`config.mk`:
```
export PLATFORM = sky130hd
export DESIGN_NAME = pwm_fade_controller
export DESIGN_NICKNAME = d
export VERILOG_FILES = /design/src/rtl/pwm_pkg.sv /design/src/rtl/pwm_fade_controller_tick.sv /design/src/rtl/pwm_fade_controller.sv
export SDC_FILE = /design/constraint.sdc
export NUM_CORES = 1
export LEC_CHECK = 0
export CAP_MARGIN = 20
export CORE_ASPECT_RATIO = 0.5
export CORE_UTILIZATION = 54
export DETAILED_ROUTE_END_ITERATION = 8
export PLACE_DENSITY = 0.78
export SLEW_MARGIN = 30
export SYNTH_ARGS = -nofsm -noshare
export SYNTH_HDL_FRONTEND = slang
export SYNTH_SLANG_ARGS = --single-unit
```
`constraint.sdc`:
```
create_clock -name clk -period 3.8 [get_ports clk]
set_input_delay 0.76 -clock clk [delete_from_list [all_inputs] [get_ports clk]]
set_output_delay 0.76 -clock clk [all_outputs]
set_load 0.01 [all_outputs]
```
`src/rtl/pwm_pkg.sv`:
```
// Shared types and defaults for the PWM fade sequencer.
// Imported by the fade controller top.
package pwm_pkg;

  localparam int DUTY_W_DEF = 8;

  typedef enum logic {
    IDLE,
    RAMP
  } fade_state_t;

endpackage

```
`src/rtl/pwm_fade_controller_tick.sv`:
```
// Fade tick prescaler: free-running divider plus a sticky
// tick flag that survives until a step consumes it.
module fade_tick_gen #(
  parameter int TICK_DIV = 1000
) (
  input  logic clk,
  input  logic rst_n,
  input  logic clr_pending,
  output logic tick_pending
);

  localparam int CW = (TICK_DIV > 1) ? $clog2(TICK_DIV) : 1;

  logic [CW-1:0] cnt;
  logic          pend_q;
  logic          tc;

  assign tc = (cnt == CW'(TICK_DIV - 1));

  // Divider counts 0..TICK_DIV-1 and wraps at terminal count
  always_ff @(posedge clk or negedge rst_n) begin
    if (!rst_n) begin
      cnt <= '0;
    end else if (tc) begin
      cnt <= '0;
    end else begin
      cnt <= cnt + 1'b1;
    end
  end

  // Ticks do not accumulate; a commit consumes the pending one
  always_ff @(posedge clk or negedge rst_n) begin
    if (!rst_n) begin
      pend_q <= 1'b0;
    end else if (clr_pending) begin
      pend_q <= 1'b0;
    end else if (tc) begin
      pend_q <= 1'b1;
    end
  end

  assign tick_pending = pend_q | tc;

endmodule

```
`src/rtl/pwm_fade_controller.sv`:
```
// Ramps the PWM duty toward a target, committing changes only
// on PWM period boundaries; bypass applies target directly.
module pwm_fade_controller
  import pwm_pkg::*;
#(
  parameter int DUTY_W   = DUTY_W_DEF,
  parameter int TICK_DIV = 1000,
  parameter int STEP     = 1
) (
  input  logic              clk,
  input  logic              rst_n,
  input  logic [DUTY_W-1:0] target_duty,
  input  logic              fade_en,
  input  logic              period_start,
  output logic [DUTY_W-1:0] duty_out,
  output logic              busy,
  output logic              done
);

  localparam logic [DUTY_W:0] STEP_V = (DUTY_W + 1)'(STEP);

  fade_state_t       state;
  logic              tick;
  logic              commit;
  logic [DUTY_W:0]   tgt_x;
  logic [DUTY_W:0]   duty_x;
  logic [DUTY_W:0]   mag;
  logic [DUTY_W:0]   nxt_x;
  logic [DUTY_W-1:0] nxt;

  fade_tick_gen #(
    .TICK_DIV (TICK_DIV)
  ) u_tick (
    .clk          (clk),
    .rst_n        (rst_n),
    .clr_pending  (commit),
    .tick_pending (tick)
  );

  assign commit = fade_en && (state == RAMP) &&
                  (duty_out != target_duty) &&
                  tick && period_start;

  // Next ramp value: one STEP toward target, snapping when close
  always_comb begin
    tgt_x  = {1'b0, target_duty};
    duty_x = {1'b0, duty_out};
    mag    = '0;
    nxt_x  = duty_x;
    if (tgt_x >= duty_x) begin
      mag   = tgt_x - duty_x;
      nxt_x = (mag <= STEP_V) ? tgt_x : duty_x + STEP_V;
    end else begin
      mag   = duty_x - tgt_x;
      nxt_x = (mag <= STEP_V) ? tgt_x : duty_x - STEP_V;
    end
    nxt = nxt_x[DUTY_W] ? '1 : nxt_x[DUTY_W-1:0];
  end

  // Sequencer: bypass, idle compare, and period-aligned ramp steps
  always_ff @(posedge clk or negedge rst_n) begin
    if (!rst_n) begin
      state    <= IDLE;
      duty_out <= '0;
      busy     <= 1'b0;
      done     <= 1'b0;
    end else begin
      done <= 1'b0;
      if (!fade_en) begin
        state <= IDLE;
        busy  <= 1'b0;
        if (period_start) begin
          duty_out <= target_duty;
        end
      end else begin
        unique case (state)
          IDLE: begin
            if (duty_out != target_duty) begin
              state <= RAMP;
              busy  <= 1'b1;
            end
          end
          RAMP: begin
            if (duty_out == target_duty) begin
              state <= IDLE;
              busy  <= 1'b0;
            end else if (commit) begin
              duty_out <= nxt;
              if (nxt == target_duty) begin
                state <= IDLE;
                busy  <= 1'b0;
                done  <= 1'b1;
              end
            end
          end
          default: begin
            state <= IDLE;
            busy  <= 1'b0;
          end
        endcase
      end
    end
  end

endmodule
```
==> impl_metrics.yaml, run 1 <==
run_status:
  outcome: "stopped before the end"
  lastStage: "5_1_grt"
  tool.error: "[ERROR GRT-0232] Routing congestion too high. Check the congestion heatmap in the GUI."
timing:
  crit_endpoint: "state$_DFF_PN0_/D"
  worst_endpoint_kind: "sequential cell input"
yosys:
  ys_seq_elements: 22
  syn-cell-area_mm2: 0.002696
  synth-edff-count: 0
  ys_top_cells_by_count: "29 x a21oi_1, 29 x nor2_1, 25 x inv_1, 22 x dfrtp_1, 22 x nand2_1"
  yosysTopAreaCellShare_pct: 20.42
  yosysWarnings: 0
  ys_seq_area_share_pct: 20.42
  syn_nets: 374
  syn_avg_cell_area_um2: 7.930
  synthCells: 340
  yosys.area.top_type: "dfrtp_1"
  synthTopCellsByArea: "dfrtp_1 20%, ha_1 9.3%, a21oi_1 5.4%, nor2_1 4.0%, inv_1 3.5%"
  synth_top_flop_cell: "dfrtp_1"
  synth.distinct_cells: 70
  async_flop_share_pct: 100.0
clock_network:
  clock_sinks: 22
  holdBufCountCts: 0
  cts_htree_levels: 1
  cts_root_buf: "clkbuf_8"
  cts.path.max_buffers: 2
  cts_made_buffers: 3
global_routing:
  track_usage_pct: 65.98
  grt_max_degree: 23
  gr-total-overflow: 1
place:
  place_worst_setup_slack_ns: -0.8570
  io_buffers: 21
  dp_hpwl_um: 7245
  routabilityCongestion: 1.010
  placedCellCount: 492
  place_area_mm2: 0.003521
floorplan:
  die_x_um: 101.9
  initial_core_util_pct: 58.69
  row_count: 17
  io_pins: 22
  die_h_um: 51.97
==> per-stage QoR <==
step,hold slack [ns],TNS (ns)
after floorplan,0.4329,0
after global placement,0.4436,-3.795
after detailed placement,0.4711,-5.057
after CTS,0.4875,0
==> kinds of logic after synthesis <==
kind of cell,Yosys count,share of synthesized area (%)
compound gates,119,32.25
xor+xnor,12,3.898
fa+ha+maj,22,10.77
buf+inv,40,6.589
flops,22,20.42
simple gates,125,26.08
==> per-layer routing <==
| layer | overflow | GRT usage (%) |
|---|---|---|
| met1 | 0 | 66.77 |
| met5 | 0 | 10.99 |
| met3 | 0 | 48.39 |
| met2 | 1 | 86.37 |
| met4 | 0 | 63.57 |
==> timing repair <==
action | CTS
setup buffers | 15
endpoints found under the setup margin | 11
resized for setup | 73
pin swaps | 27
==> inputs of run 2 (changes only) <==
--- a/config.mk
+++ b/config.mk
@@ -6,10 +6,9 @@
 export NUM_CORES = 1
 export LEC_CHECK = 0
 export CAP_MARGIN = 20
-export CORE_ASPECT_RATIO = 0.5
-export CORE_UTILIZATION = 54
+export CORE_UTILIZATION = 40
 export DETAILED_ROUTE_END_ITERATION = 8
-export PLACE_DENSITY = 0.78
+export PLACE_DENSITY_LB_ADDON = 0.15
 export SLEW_MARGIN = 30
 export SYNTH_ARGS = -nofsm -noshare
 export SYNTH_HDL_FRONTEND = slang
==> constraint.sdc (replaced) <==
create_clock -name clk -period 4.9 [get_ports clk]
set_input_delay 0.98 -clock clk [delete_from_list [all_inputs] [get_ports clk]]
set_output_delay 0.98 -clock clk [all_outputs]
set_load 0.01 [all_outputs]
==> impl_metrics.yaml, run 2 <==
cells_and_area:
  largest_reg_flops: 10
  top_regs: "u_tick.cnt: 10 flops, duty_out: 8 flops"
  final_area_mm2: 0.003181
  diodes: 0
  final_cell_mix: "29 x nor2_1, 29 x a21oi_1, 25 x inv_1"
  largest_register: "u_tick.cnt"
  finalNetCount: 410
  syn2layout_area_growth_pct: 17.96
  drive_above_1_share_pct: 12.80
floorplan:
  die_x_um: 84.10
  initial_core_util_pct: 41.98
  design.die.area_mm2: 0.007073
  row_count: 29
  io_pins: 22
  core_mm2: 0.006422
  die_h_um: 84.10
clock_network:
  clock_sinks: 22
  path_clk_slew_ns: 0.08
  cts_htree_levels: 1
  cts_resized: 0
  cts_made_buffers: 3
  postCtsSetupBuffers: 0
  cts.path.max_buffers: 2
  clk_latency_ns: 0.27
  cts_tree: "yes"
  holdBufCountCts: 0
  cts_root_buf: "clkbuf_8"
place:
  place_area_mm2: 0.003109
  io_buffers: 21
  dp_hpwl_um: 6200
  routabilityCongestion: 0.9250
global_routing:
  antenna_found_initial: 0
  grt_pass1_vias: 2629
  gr-total-overflow: 0
  grt_max_degree: 23
  grt_pass1_wl_um: 13120
  track_usage_pct: 22.92
yosys:
  synth_top_flop_cell: "dfrtp_1"
  syn_nets: 374
  yosysTopAreaCellShare_pct: 20.42
  synth.mux.area_fraction_pct: 0
  yosysWarnings: 0
  synthCells: 340
  synth-edff-count: 0
  syn_avg_cell_area_um2: 7.930
  synth-compound-area-share_pct: 32.25
  async_flop_share_pct: 100.0
  synth.distinct_cells: 70
  yosys.area.top_type: "dfrtp_1"
  ys_seq_area_share_pct: 20.42
  ys_top_cells_by_count: "29 x a21oi_1, 29 x nor2_1, 25 x inv_1, 22 x dfrtp_1, 22 x nand2_1"
  synth_top_family_by_area: "compound AO/OA/AOI/OAI gates"
  synthSimpleGateAreaFrac_pct: 26.08
  synthTopCellsByArea: "dfrtp_1 20%, ha_1 9.3%, a21oi_1 5.4%, nor2_1 4.0%, inv_1 3.5%"
  syn-cell-area_mm2: 0.002696
  synth-xor-area-share_pct: 3.898
  ys_seq_elements: 22
  synthAdderAreaFrac_pct: 10.77
timing:
  post-route-min-period_ns: 4.615
  finalHoldViolations: 0
  setup-tns-final_ns: 0
  max_freq_mhz: 216.7
  grt_setup_unrepaired: "false"
  period_share_pct: 94.19
  slew_violations: 0
  fin_worst_skew_ns: 0.002106
  finalSetupViolCount: 0
  relSlewSlack_pct: 61.83
  tightest_slew_ns: 0.5701
routing:
  wl_um: 7875
  wl_per_cell_um: 17.42
  drtIter0Drc: 146
  drt_first_pass_iters: 6
  vias: 2753
  drc: 2
  ant_nets: 0
  routed_via_density: 6.091
pwr:
  leakagePower_nw: 1.358
  finalPower_mw: 1.329
  cellPowerDensity_mw_per_mm2: 418.0
  vdd_ir_drop_max_mv: 0.2546
run_status:
  violations: "design-rule violations"
  outcome: "finished with violations"
min_path:
  holdCritStartpoint: "u_tick.cnt[0]$_DFF_PN0_"
  hold_depth: 1
  holdPathEnd: "u_tick.cnt[0]$_DFF_PN0_"
  min_path_type: "reg2reg"
setup_path:
  crit_path_start_kind: "input pin"
  worstRegToRegCells: 12
  timing.rr.start: "duty_out[2]$_DFFE_PN0P_"
  critical_path_arrival_ns: 4.76
  endpoint_kind: "flop"
  r2r-end: "busy$_DFFE_PN0P_"
  crit_path_max_fanout: 10
  path_class: "in2reg"
  critPathRequiredTime_ns: 5.04
  r2r_slack_ns: 0.79
  cp-startpoint: "target_duty[4]"
run:
  drv_cap: 0
==> run 2: layout make-up <==
cell class,count,area [um2]
multi-input combinational,278,1979
fill,659,3242
clock buffer,3,41.29
clock inverter,1,30.03
sequential,22,550.5
timing repair buffer,45,385.4
inverter,26,97.59
tap,77,96.34
==> run 2: worst max-delay path by stage <==
stage	to	depth (start not counted)	slack (ns)
5_1_grt	busy$_DFFE_PN0P_	15	0.01
2_1_floorplan	state$_DFF_PN0_	13	0.76
4_1_cts	busy$_DFFE_PN0P_	13	0.30
3_3_place_gp	busy$_DFFE_PN0P_	16	0.03
6_report	busy$_DFFE_PN0P_	13	0.28
3_5_place_dp	busy$_DFFE_PN0P_	13	0.02
==> run 2: kinds of logic (layout without fill, tap and decap cells) <==
| family | after synthesis | after routing |
|---|---|---|
| compound gates | 119 | 119 |
| simple gates | 125 | 125 |
| flops | 22 | 22 |
| xor+xnor | 12 | 12 |
| fa+ha+maj | 22 | 22 |
| buf+inv | 40 | 75 |
==> run 2: per-layer routing <==
layer	track usage (%)	up-vias	part of all wire (%)	wire (um)
met5	0	-	0	0
li1	-	1366	-	-
met1	31.72	1310	47	3716
met3	1.583	10	4.0	314
met4	7.837	0	1.2	97
met2	37.93	67	48	3747
==> run 2: where the power goes <==
part / internal [mW] / switching, mW / leakage [nW] / total [mW]
clock: 0.109 / 0.0627 / 0.0357 / 0.172
combinational: 0.385 / 0.522 / 1.05 / 0.907
sequential: 0.204 / 0.0465 / 0.271 / 0.251
total: 0.698 / 0.631 / 1.36 / 1.33
==> run 2: through the flow <==
step | hold WS, ns | util (%) | setup slack [ns] | instances
6_report | 0.4665 | 49.52 | 0.2849 | 452
5_1_grt | 0.4862 | 49.52 | 0.01229 | 452
4_1_cts | 0.4697 | 49.52 | 0.3035 | 452
3_5_place_dp | 0.4579 | 48.41 | 0.01883 | 448
3_3_place_gp | 0.4534 | 48.41 | 0.03015 | 448
2_1_floorplan | 0.4329 | - | 0.7649 | 340
==> run 2: critical path, stage by stage <==
cell and delay (ns):
clkdlybuf4s50_1 0.48, inv_1 0.05, ha_1 0.47, nand2_1 0.16, a2111oi_4 0.43, a211oi_2 0.11
nor4_4 0.47, a21oi_1 0.15, nor2_1 0.37, a21oi_1 0.12, or4_4 0.56, nor4_1 0.29
o31ai_1 0.12
Note: power is estimated with default switching activity, not from simulation.
